==> src/rtl/rf_pkg.sv <==
// Shared definitions for the register-file writeback arbiter.
//   DATA_W / PTR_W : default register data and pointer widths
//   REG_ZERO       : index of the hard-wired zero register
//   req_e          : identifies a writeback requester (ALU or MEM)
package rf_pkg;
  localparam int DATA_W   = 8;
  localparam int PTR_W    = 5;
  localparam int REG_ZERO = 0;

  typedef enum logic {
    REQ_ALU = 1'b0,
    REQ_MEM = 1'b1
  } req_e;
endpackage

==> src/rtl/wb_hold.sv <==
// One-entry writeback holding register.
//   clk, reset      : clock, asynchronous active-high reset
//   load            : capture in_ptr/in_data and mark the entry full
//   drain           : entry is being written this cycle; it empties unless load
//   in_ptr, in_data : incoming destination register and value
//   full, ptr, data : current entry state
module wb_hold #(
  parameter int DATA_W = 8,
  parameter int PTR_W  = 5
) (
  input  logic              clk,
  input  logic              reset,
  input  logic              load,
  input  logic              drain,
  input  logic [PTR_W-1:0]  in_ptr,
  input  logic [DATA_W-1:0] in_data,
  output logic              full,
  output logic [PTR_W-1:0]  ptr,
  output logic [DATA_W-1:0] data
);
  logic              full_reg, full_next;
  logic [PTR_W-1:0]  ptr_reg, ptr_next;
  logic [DATA_W-1:0] data_reg, data_next;

  // A load at the same edge as a drain wins, so a requester can stream
  // one entry per cycle through this single slot.
  always_comb begin
    full_next = full_reg;
    ptr_next  = ptr_reg;
    data_next = data_reg;
    if (load) begin
      full_next = 1'b1;
      ptr_next  = in_ptr;
      data_next = in_data;
    end else if (drain) begin
      full_next = 1'b0;
    end
  end

  always_ff @(posedge clk or posedge reset) begin
    if (reset) begin
      full_reg <= 1'b0;
      ptr_reg  <= '0;
      data_reg <= '0;
    end else begin
      full_reg <= full_next;
      ptr_reg  <= ptr_next;
      data_reg <= data_next;
    end
  end

  assign full = full_reg;
  assign ptr  = ptr_reg;
  assign data = data_reg;
endmodule

==> src/rtl/rf_wb_arbiter.sv <==
// Two-requester register-file writeback arbiter with hazard forwarding.
//   clk, reset                      : clock, asynchronous active-high reset
//   alu_valid/ptr/data, alu_ready   : ALU writeback request handshake
//   mem_valid/ptr/data, mem_ready   : load writeback request handshake
//   rf_we, rf_ptr_w, rf_di          : register file write port
//   chk_ptr, chk_busy, chk_data     : hazard query and forwarded value
// Each requester owns one holding entry; the older full entry is written
// first so two writes to the same register commit in acceptance order.
module rf_wb_arbiter #(
  parameter int DATA_W = rf_pkg::DATA_W,
  parameter int PTR_W  = rf_pkg::PTR_W
) (
  input  logic              clk,
  input  logic              reset,
  input  logic              alu_valid,
  input  logic [PTR_W-1:0]  alu_ptr,
  input  logic [DATA_W-1:0] alu_data,
  output logic              alu_ready,
  input  logic              mem_valid,
  input  logic [PTR_W-1:0]  mem_ptr,
  input  logic [DATA_W-1:0] mem_data,
  output logic              mem_ready,
  output logic              rf_we,
  output logic [PTR_W-1:0]  rf_ptr_w,
  output logic [DATA_W-1:0] rf_di,
  input  logic [PTR_W-1:0]  chk_ptr,
  output logic              chk_busy,
  output logic [DATA_W-1:0] chk_data
);
  import rf_pkg::*;

  localparam logic [PTR_W-1:0] ZERO_PTR = PTR_W'(REG_ZERO);

  logic              alu_full, mem_full;
  logic [PTR_W-1:0]  alu_hptr, mem_hptr;
  logic [DATA_W-1:0] alu_hdata, mem_hdata;
  logic              grant_valid, grant_alu, grant_mem;
  req_e              grant_sel;
  req_e              older_reg, older_next;
  logic              alu_load, mem_load, alu_keep, mem_keep;
  logic              alu_match, mem_match;

  wb_hold #(.DATA_W(DATA_W), .PTR_W(PTR_W)) u_alu_hold (
    .clk(clk), .reset(reset), .load(alu_load), .drain(grant_alu),
    .in_ptr(alu_ptr), .in_data(alu_data),
    .full(alu_full), .ptr(alu_hptr), .data(alu_hdata)
  );

  wb_hold #(.DATA_W(DATA_W), .PTR_W(PTR_W)) u_mem_hold (
    .clk(clk), .reset(reset), .load(mem_load), .drain(grant_mem),
    .in_ptr(mem_ptr), .in_data(mem_data),
    .full(mem_full), .ptr(mem_hptr), .data(mem_hdata)
  );

  // Grant depends only on entry state, which keeps ready free of any
  // combinational path from the valid inputs.
  always_comb begin
    grant_valid = alu_full | mem_full;
    grant_sel   = REQ_ALU;
    if (alu_full && mem_full) grant_sel = older_reg;
    else if (mem_full)        grant_sel = REQ_MEM;
  end

  assign grant_alu = grant_valid && (grant_sel == REQ_ALU);
  assign grant_mem = grant_valid && (grant_sel == REQ_MEM);

  assign alu_ready = !alu_full || grant_alu;
  assign mem_ready = !mem_full || grant_mem;
  assign alu_load  = alu_valid && alu_ready;
  assign mem_load  = mem_valid && mem_ready;

  // An entry that stays full across the edge makes a newly loaded entry younger.
  assign alu_keep = alu_full && !grant_alu;
  assign mem_keep = mem_full && !grant_mem;

  always_comb begin
    older_next = older_reg;
    if (alu_load && mem_load) older_next = REQ_MEM;
    else if (alu_load)        older_next = mem_keep ? REQ_MEM : REQ_ALU;
    else if (mem_load)        older_next = alu_keep ? REQ_ALU : REQ_MEM;
  end

  always_ff @(posedge clk or posedge reset) begin
    if (reset) older_reg <= REQ_MEM;
    else       older_reg <= older_next;
  end

  // Write port: the granted entry drains even when it targets the zero
  // register, but no write is issued for it.
  always_comb begin
    rf_we    = 1'b0;
    rf_ptr_w = '0;
    rf_di    = '0;
    if (grant_alu) begin
      rf_ptr_w = alu_hptr;
      rf_di    = alu_hdata;
      rf_we    = (alu_hptr != ZERO_PTR);
    end else if (grant_mem) begin
      rf_ptr_w = mem_hptr;
      rf_di    = mem_hdata;
      rf_we    = (mem_hptr != ZERO_PTR);
    end
  end

  // Hazard query: the youngest matching entry holds the value the register
  // file will finally contain.
  assign alu_match = alu_full && (alu_hptr == chk_ptr) && (chk_ptr != ZERO_PTR);
  assign mem_match = mem_full && (mem_hptr == chk_ptr) && (chk_ptr != ZERO_PTR);
  assign chk_busy  = alu_match | mem_match;

  always_comb begin
    chk_data = '0;
    if (alu_match && mem_match) chk_data = (older_reg == REQ_ALU) ? mem_hdata : alu_hdata;
    else if (alu_match)         chk_data = alu_hdata;
    else if (mem_match)         chk_data = mem_hdata;
  end
endmodule

==> config.mk <==
export PLATFORM = sky130hd
export DESIGN_NAME = rf_wb_arbiter
export DESIGN_NICKNAME = d
export VERILOG_FILES = /design/src/rtl/rf_pkg.sv /design/src/rtl/wb_hold.sv /design/src/rtl/rf_wb_arbiter.sv
export SDC_FILE = /design/constraint.sdc
export NUM_CORES = 1
export LEC_CHECK = 0
export BUFFER_PORTS_ARGS = -buffer_cell sky130_fd_sc_hd__buf_2
export CAP_MARGIN = 20
export CORE_MARGIN = 10
export CORE_UTILIZATION = 51
export CTS_BUF_LIST = sky130_fd_sc_hd__clkbuf_16
export CTS_CLUSTER_DIAMETER = 80
export CTS_CLUSTER_SIZE = 10
export DETAILED_ROUTE_END_ITERATION = 10
export PLACE_DENSITY = 0.86
export SYNTH_ARGS = -nofsm -noshare
export SYNTH_HDL_FRONTEND = slang
export SYNTH_SLANG_ARGS = --single-unit
==> constraint.sdc <==
create_clock -name clk -period 4.3 [get_ports clk]
set_input_delay 0.215 -clock clk [delete_from_list [all_inputs] [get_ports clk]]
set_output_delay 0.215 -clock clk [all_outputs]
set_load 0.01 [all_outputs]
## After elaboration in Yosys (flattened, before gate mapping)

Index checks and enable logic that the tools add are counted.
Widths: inputs -> output; s select.

- Flip-flop bits (word level): 29
- Input port bits: 35
- Output and inout port bits: 25
- Logic and storage cells: 58

- Equality and inequality tests: 2
- Multiplexer cells: 21
- Bitwise operators: 3
- Reduce and logical (&&, ||, !) cells: 25

Operators by type and width:

| operator | number |
|---|---|
| $mux 8 | 6 |
| $reduce_bool 5->1 | 3 |
| $logic_and 1x1->1 | 13 |
| $mux 1 | 13 |
| $eq 5x5->1 | 2 |
| $mux 5 | 2 |
| $logic_not 1->1 | 4 |
| $reduce_bool 2->1 | 2 |
| $reduce_bool 3->1 | 1 |
| $logic_or 1x1->1 | 2 |
| $or 1x1->1 | 2 |
| $not 1->1 | 1 |

## Depth between registers and ports, before layout

Gate-level depths: netlist of the first run.

- Depth after elaboration: 10
- Gate-level depth with buffers: 6
- Depth with buffers taken out: 4

## Cells and area by module

A second synthesis of the first run with hierarchy kept.

- Cells, all modules: 124
- Area total of the unflattened synthesis: 1549.0 µm²

Modules (own cells, without submodules):

| module | times used | cells an instance | area an instance (µm²) | sequential area each (µm²) |
|---|---|---|---|---|
| wb_hold | 2 | 31 | 524.3 | 350.3 |
| rf_wb_arbiter | 1 | 62 | 500.5 | 26.3 |

## Worst setup path before layout of the first run

No wires, ideal clock.

- Path type: register -> output
- Start point: reg older_reg
- End point: out rf_we
- Arrival time: 1.751 ns
- Data required time: 4.085 ns
- Slack: 2.334 ns
- Stages on the path, launching flop included: 7
- Buffers on the path: 2
- Cells stage by stage: dfstp_2 > clkbuf_1 > inv_1 > a21boi_0 > clkbuf_1 > o21ai_0 > nand2_1

- Longest elaborated chain between the ends: 4
- Elaborated cells between the ends (all ways): 6
- Those cells by class: mux: 3; bitwise: 1; reduce/logical: 2

RTL lines:

| what | line | RTL |
|---|---|---|
| from (decl) | rf_wb_arbiter.sv:39 | `req_e older_reg, older_next;` |
| from (signal assigned) | rf_wb_arbiter.sv:85 | `else older_reg <= older_next;` |
| $mux 1 (*) | rf_wb_arbiter.sv:60 | `if (alu_full && mem_full) grant_sel = older_reg;` |
| $logic_and 1x1->1 or $not 1->1 (tied branches) | rf_wb_arbiter.sv:65, rf_wb_arbiter.sv:64 |  |
| $mux 1 or $logic_and 1x1->1 (tied branches) | rf_wb_arbiter.sv:98, rf_wb_arbiter.sv:64 |  |
| $mux 1 (*) | rf_wb_arbiter.sv:94 | `if (grant_alu) begin` |
| to (decl) | rf_wb_arbiter.sv:23 | `output logic rf_we,` |

Mark *: on every way between the ends. The rest lies on a longest branch, timed or not.

## Worst setup path after layout of the first run

- Start point: reg u_alu_hold.ptr_reg[2] (netlist: u_alu_hold.ptr[2])
- End point: out chk_data[1]

- Longest elaborated chain between the ends: 5
- Elaborated cells between the ends (all ways): 6
- Those cells by class: eq/ne: 1; mux: 2; reduce/logical: 3

RTL lines:

| what | line | RTL |
|---|---|---|
| from (decl) | wb_hold.sv:22 | `logic [PTR_W-1:0] ptr_reg, ptr_next;` |
| from (signal assigned) | wb_hold.sv:47 | `ptr_reg <= ptr_next;` |
| $eq 5x5->1 (*) | rf_wb_arbiter.sv:107 | `assign alu_match = alu_full && (alu_hptr == chk_ptr) && (chk_ptr != ZERO_PTR);` |
| $logic_and 1x1->1 (*) (2 in a row) | rf_wb_arbiter.sv:107 |  |
| $mux 8 or $logic_and 1x1->1 (tied branches) | rf_wb_arbiter.sv:114, rf_wb_arbiter.sv:113 |  |
| $mux 8 (*) | rf_wb_arbiter.sv:113 | `if (alu_match && mem_match) chk_data = (older_reg == REQ_ALU) ? mem_hdata : alu_hdata;` |
| to (decl) | rf_wb_arbiter.sv:28 | `output logic [DATA_W-1:0] chk_data` |

Marks and branches as above.

==> results of run 1 <==
[layout by cell type (no fill, tap or decap), types with 2 or more instances in the layout]
master and count:
nand2_1 6, inv_1 3, or4_1 2, o21ai_0 3, buf_2 59, a21boi_0 2
buf_4 2, clkbuf_16 5, xnor2_1 6, nand3_1 2, xor2_1 4, a21oi_1 3
nor2_1 2, a22o_1 21, mux2_2 26, dfrtp_1 28
[through the flow]
step	cell area, sq um	utilization (%)	instances	hold WS, ns	total power [W]
finish	2040	72.8	218	0.173	0.000984
global route	2040	72.8	218	0.178	0.00104
CTS	2000	71.5	216	0.171	0.000989
detailed placement	1840	65.7	209	0.446	0.000606
global placement	1840	65.7	209	0.445	0.000596
floorplan	1520	-	122	0.292	0.000514
[power by group]
group / leakage [nW] / internal, W / switching (W)
clock network: 0.0797 / 0.000267 / 0.000110
registers: 0.337 / 0.000320 / 0.0000467
logic: 0.561 / 0.000126 / 0.000114
[worst register-to-register path: cells and delay by family, from the launching register on]
kind	cells	cell delay, ns
flip-flops	1	0.62
multiplexers	1	0.41
AND/OR/NAND/NOR	2	0.60
[kinds of logic after synthesis]
group	count (synthesis)	share of synthesized area [%]
xor gates and xnor gates	10	5.78
muxes	26	19.3
AOI/OAI and AO/OA	33	19.2
DFF	29	47.9
buffers and inverters	8	2.15
and+or+nand+nor	16	5.61
[worst max path at each step]
stage / to / start
finish: chk_data[1] / u_alu_hold.ptr[2]$_DFFE_PP0P_
global route: chk_data[1] / u_alu_hold.ptr[2]$_DFFE_PP0P_
CTS: chk_data[4] / u_alu_hold.ptr[2]$_DFFE_PP0P_
detailed placement: chk_data[4] / chk_ptr[3]
global placement: chk_data[1] / chk_ptr[3]
floorplan: rf_we / older_reg$_DFFE_PP1P_
[cell type report]
cell class                 instances  share of cell area (%)
multi-input combinational         85                    37.1
sequential                        29                    35.6
timing repair buffer              63                    17.0
clock buffer                       5                    6.13
tap                               31                    1.90
clock inverter                     2                    1.72
inverter                           3                   0.551
[layer usage]
| metal | track usage (%) | vias up |
|---|---|---|
| met1 | 16.5 | 596 |
| met5 | 0 | - |
| met2 | 24.7 | 48 |
| met3 | 6.52 | 9 |
| li1 | - | 591 |
| met4 | 8.40 | 0 |
==> key figures, run 1 <==
Status
  • Outcome: complete, no violations

CTS
  • Post-CTS Hold Fix Bufs: 0
  • CTS tree: built
  • Clock tree buffer depth: 2
  • Clock Tree Root: clkbuf_16
  • Worst-path clk slew: 0.05 ns
  • Htree depth: 2
  • Setup Buffers After CTS: 0
  • Num CTS Buffers: 5
  • Clock sink count: 29
  • Clock latency on the worst-skew pair: approximately 0.27 ns
  • # resized after CTS: 0

Routing
  • Uppermost layer routed: met4
  • Vias per inst: 5.71
  • Antenna Violating Nets Remaining: 0
  • WL met2: roughly 2.0 mm
  • DR vias: 1244
  • Pre-Repair DR Iteration Count: 4
  • Routed length per instance: 18.6 um
  • Met3 WL: 375 um
  • DR iter-0 viols: 78
  • Final WL: 4.06 mm
  • WL met1: 1.57 mm
  • # DRC: 0

Synth
  • Yosys top cell by area: dfrtp_1
  • FF+latch count, synth: 29
  • Primary FF master, synth: dfrtp_1
  • Synth warn: 0
  • Synth Area per Inst: 12.4 sq um
  • Syn nets: 157
  • Post-synth top area share: between 40% and 50%
  • Synth unique cells: 24
  • Commonest cells in the netlist: 28 x dfrtp_1, 26 x mux2_2, 21 x a22o_1
  • Asr flop ratio synth: 100%
  • Syn Inst Count: 122
  • EDFF count, synth: 0
  • Sequential area share after synthesis: between 40% and 50%
  • Top-count cell post-synth: dfrtp_1
  • Cell Area, Synth: 1520 sq um
  • Top cells by area, synth: dfrtp_1 46%, mux2_2 19%, a22o_1 12%

Critical path
  • Crit path max fanout: 8
  • Setup CP Type: flop to output pin
  • R2r setup slk: 2.56 ns
  • Family with the most delay on the worst path: simple AND/OR/NAND/NOR gates
  • Max incr delay on CP: 0.69 ns
  • CP max-delay cell: nor4_1
  • Worst EP required: 4.09 ns
  • FF-to-FF End: u_alu_hold.ptr[3]$_DFFE_PP0P_
  • Critical path launch point type: flop
  • Worst Path Arrival: 2.26 ns
  • Levels on crit path: 5
  • Worst Path Buf+Inv: 1
  • Reg2Reg Depth: 3
  • FF-to-FF Start: older_reg$_DFFE_PP1P_
  • Critical Path End Type: output pin
  • Worst path cell trace: xor2_1 -> nor4_1 -> o311a_2 -> a22o_1 -> buf_2

Timing
  • Fin crit period: 2.48 ns
  • Worst Skew: 0.00196 ns
  • Achievable Freq: between 400 and 500 MHz
  • Period utilisation layout: 57.6%
  • RSZ-0062 raised after global routing: no
  • Setup Total Neg Slack: 0 ns
  • Final Slew Violations: 0
  • Fin. Hold Viols: 0
  • Slew HR: 48.4%
  • # setup viols final: 0
  • Setup ws final: 1.82 ns
  • Worst-Margin Slew: 0.766 ns

Placement
  • I/O Buffers: 59
  • Final GP Congestion: approximately 0.89
  • Setup Slack @ Placement: 2.11 ns
  • Post-DP HPWL: 3.07 mm

Final layout
  • Syn-to-layout area delta: 34.7%
  • Area occupied by multi-input gates: 757 sq um
  • Antenna cells: 0
  • Layout cells sized above 1: 53.5%
  • Sequential Area: roughly 730 sq um
  • Number of fill cells in the layout: 211
  • Nets@finish: 222

Power and ir drop
  • Worst vdd ir: 0.370 mV
  • Static Leak: 0.977 nW
  • Power Density: 482 nW/um^2

Global route
  • Initial antenna violation count: 0
  • Vias in the first global route: 1424
  • Total gr overflow: 0
  • All-Layer GR Usage: 15.2%
  • Pin count of the biggest net entering global routing: 30
  • First-pass GRT wire length: 6.43 mm

Flow run
  • Max-cap viol count: 0

Floorplan
  • Row Count: 19
  • Starting Density: 54.1%
  • Die footprint: between 5000 and 6000 sq um
  • DIE WIDTH: 74.5 um
  • # IOs: 60
  • CORE AREA: 2810 sq um
  • Die Ht: 74.5 um

Min path
  • Min-delay src: alu_valid
  • Hold depth: 3
  • Min-Delay Path Class: primary input to flop
  • Hold worst-path end: u_alu_hold.full$_DFFE_PP0P_
Power figures use the tool's default switching activity.
==> inputs of run 2 (changes only) <==
--- a/config.mk
+++ b/config.mk
@@ -8,12 +8,12 @@
 export BUFFER_PORTS_ARGS = -buffer_cell sky130_fd_sc_hd__buf_2
 export CAP_MARGIN = 20
 export CORE_MARGIN = 10
-export CORE_UTILIZATION = 51
+export CORE_UTILIZATION = 43
 export CTS_BUF_LIST = sky130_fd_sc_hd__clkbuf_16
 export CTS_CLUSTER_DIAMETER = 80
 export CTS_CLUSTER_SIZE = 10
 export DETAILED_ROUTE_END_ITERATION = 10
-export PLACE_DENSITY = 0.86
+export PLACE_DENSITY = 0.78
 export SYNTH_ARGS = -nofsm -noshare
 export SYNTH_HDL_FRONTEND = slang
 export SYNTH_SLANG_ARGS = --single-unit
==> constraint.sdc (replaced) <==
create_clock -name clk -period 2.05 [get_ports clk]
set_input_delay 0.1025 -clock clk [delete_from_list [all_inputs] [get_ports clk]]
set_output_delay 0.1025 -clock clk [all_outputs]
set_load 0.01 [all_outputs]
==> key figures, run 2 (synthesis results as in run 1) <==
Status
  • Outcome: complete, no violations

Routing
  • Vias per inst: 5.56 (-2.6%)
  • Pre-Repair DR Iteration Count: 4 (unchanged)
  • Routed length per instance: 18.9 um (+1.4%)
  • Final WL: 4.55 mm (+12%)
  • DR iter-0 viols: 87 (+12%)
  • DR vias: 1339 (+7.6%)
  • # DRC: 0 (unchanged)
  • Antenna Violating Nets Remaining: 0 (unchanged)

Critical path
  • FF-to-FF Start: older_reg$_DFFE_PP1P_
  • Crit path launch: u_alu_hold.ptr[0]$_DFFE_PP0P_
  • CP max-delay cell: dfrtp_1
  • FF-to-FF End: u_mem_hold.ptr[3]$_DFFE_PP0P_
  • Family with the most delay on the worst path: buffers and inverters
  • Worst Path Arrival: 1.91 ns (-0.35 ns)
  • Crit path max fanout: 3 (-5)
  • Critical Path End Type: output pin
  • Critical path launch point type: flop
  • Worst path cell trace: xor2_1 -> nor4_2 -> buf_4 -> a311oi_4 -> buf_4 -> a22o_1 -> buf_2
  • R2r setup slk: 0.33 ns (-2.23 ns)
  • Worst Path Buf+Inv: 3 (+2)
  • Reg2Reg Depth: 4 (+1)
  • Setup CP Type: flop to output pin
  • CP most frequent cell: buf_4
  • Worst EP required: 1.95 ns (-2.14 ns)
  • Max incr delay on CP: 0.40 ns (-0.29 ns)

Timing
  • # setup viols final: 0 (unchanged)
  • Final Slew Violations: 0 (unchanged)
  • Achievable Freq: 496 MHz
  • Slew HR: 50.0% (+1.6 points)
  • Worst Skew: 0.00264 ns (+0.000680 ns)
  • Hold WS: 0.0585 ns (-0.115 ns)
  • Fin. Hold Viols: 0 (unchanged)
  • RSZ-0062 raised after global routing: yes
  • Worst-Margin Slew: 0.745 ns (-0.0212 ns)
  • Fin crit period: 2.02 ns
  • Period utilisation layout: 98.4%

Min path
  • Hold worst-path end: u_alu_hold.ptr[0]$_DFFE_PP0P_
  • Min-Delay Path Class: primary input to flop
  • Hold depth: 2 (-1)
  • Min-delay src: alu_ptr[0]

CTS
  • Clock sink count: 29 (unchanged)
  • Htree depth: 2 (unchanged)
  • CTS tree: built
  • Clock tree buffer depth: 2 (unchanged)
  • Clock latency on the worst-skew pair: 0.27 ns (about the same)
  • Clock Tree Root: clkbuf_16
  • Num CTS Buffers: 5 (unchanged)
  • Worst-path clk slew: 0.05 ns (about the same)

Floorplan
  • # IOs: 60 (unchanged)
  • DIE WIDTH: 79.4 um (+6.5%)
  • Die Ht: 79.4 um (+6.5%)
  • Row Count: 21 (+2)
  • CORE AREA: 3360 sq um (+20%)
  • Die footprint: 6300 sq um (+13%)
  • Starting Density: 45.1% (-9.0 points)

Final layout
  • Commonest non-fill, non-tap cell in the layout: buf_2
  • Layout cells sized above 1: 55.4% (+1.9 points)
  • Final core utilization: 62.7% (-10 points)
  • Nets@finish: 229 (+3.2%)
  • Commonest non-fill, non-tap cells in the layout: 59 x buf_2, 28 x dfrtp_1, 26 x mux2_2, 21 x a22o_1, 9 x buf_4
  • Syn-to-layout area delta: 39.1%
  • Antenna cells: 0 (unchanged)

Placement
  • Final GP Congestion: 0.797 (-10%)
  • I/O Buffers: 59 (unchanged)
  • Post-DP HPWL: 3.29 mm (+7.1%)

Global route
  • Initial antenna violation count: 0 (unchanged)
  • Pin count of the biggest net entering global routing: 18 (-40%)
  • Total gr overflow: 0 (unchanged)
  • Vias in the first global route: 1532 (+7.6%)
  • First-pass GRT wire length: 7.28 mm (+13%)
  • All-Layer GR Usage: 14.7% (-0.49 points)

Power and ir drop
  • Worst vdd ir: 0.568 mV (+54%)
  • Power Density: 1000 nW/um^2 (+110%)
  • Static Leak: 1.01 nW (+3.3%)

Flow run
  • Max-cap viol count: 0 (unchanged)
## run 2: worst reg2reg max path: cells and delay by family, from the launching register on
family | cells | cell delay, ns
buf+inv | 1 | 0.08
flops | 1 | 0.63
mux | 1 | 0.41
simple gates | 2 | 0.48
## run 2: final cells by class
| cell class | instances | area [sq um] |
|---|---|---|
| fill | 273 | 1250 |
| multi-input combinational | 85 | 767 |
| sequential | 29 | 727 |
| timing repair buffer | 70 | 384 |
| clock buffer | 5 | 125 |
| tap | 46 | 57.6 |
| clock inverter | 3 | 37.5 |
| inverter | 3 | 11.3 |
## run 2: routing by layer
layer / wire length (um) / vias up / track usage [%]
met2: 2480 / 51 / 26.2
met5: 0 / - / 0
met1: 1700 / 672 / 14.7
li1: - / 607 / -
met3: 297 / 9 / 5.63
met4: 82 / 0 / 7.53
## run 2: power breakdown
| group | switching (W) | internal (W) | total (W) |
|---|---|---|---|
| logic | 0.000256 | 0.000284 | 0.000540 |
| registers | 0.0000984 | 0.000671 | 0.000769 |
| clock network | 0.000240 | 0.000562 | 0.000802 |
| total | 0.000594 | 0.00152 | 0.00211 |
## run 2: how the worst max path moves through the flow
stage | to | slack (ns) | cells past startpoint
after floorplan | rf_we | 0.20 | 6
after global placement | chk_data[2] | 0.11 | 6
after detailed placement | chk_data[3] | 0.10 | 6
after CTS | chk_data[1] | 0.005 | 7
after global routing | chk_data[7] | -0.06 | 7
final | chk_data[7] | 0.03 | 7
## run 2: per-stage QoR
| stage | power [W] | setup slack (ns) | instances | TNS [ns] | cell area, sq um |
|---|---|---|---|---|---|
| floorplan | 0.00108 | 0.196 | 122 | 0 | 1520 |
| finish | 0.00211 | 0.0331 | 241 | 0 | 2110 |
| CTS | 0.00211 | 0.00458 | 240 | 0 | 2100 |
| global route | 0.00221 | -0.0621 | 241 | -0.377 | 2110 |
| detailed placement | 0.00128 | 0.100 | 227 | 0 | 1890 |
| global placement | 0.00126 | 0.109 | 227 | 0 | 1890 |
## run 2: what timing repair did
action,4_1_cts,5_1_grt
pin swaps,2,1
gates resized for setup,2,1
hold buffers,1,0
setup endpoints to repair,22,8
hold endpoints to repair,11,0
buffers inserted,4,1
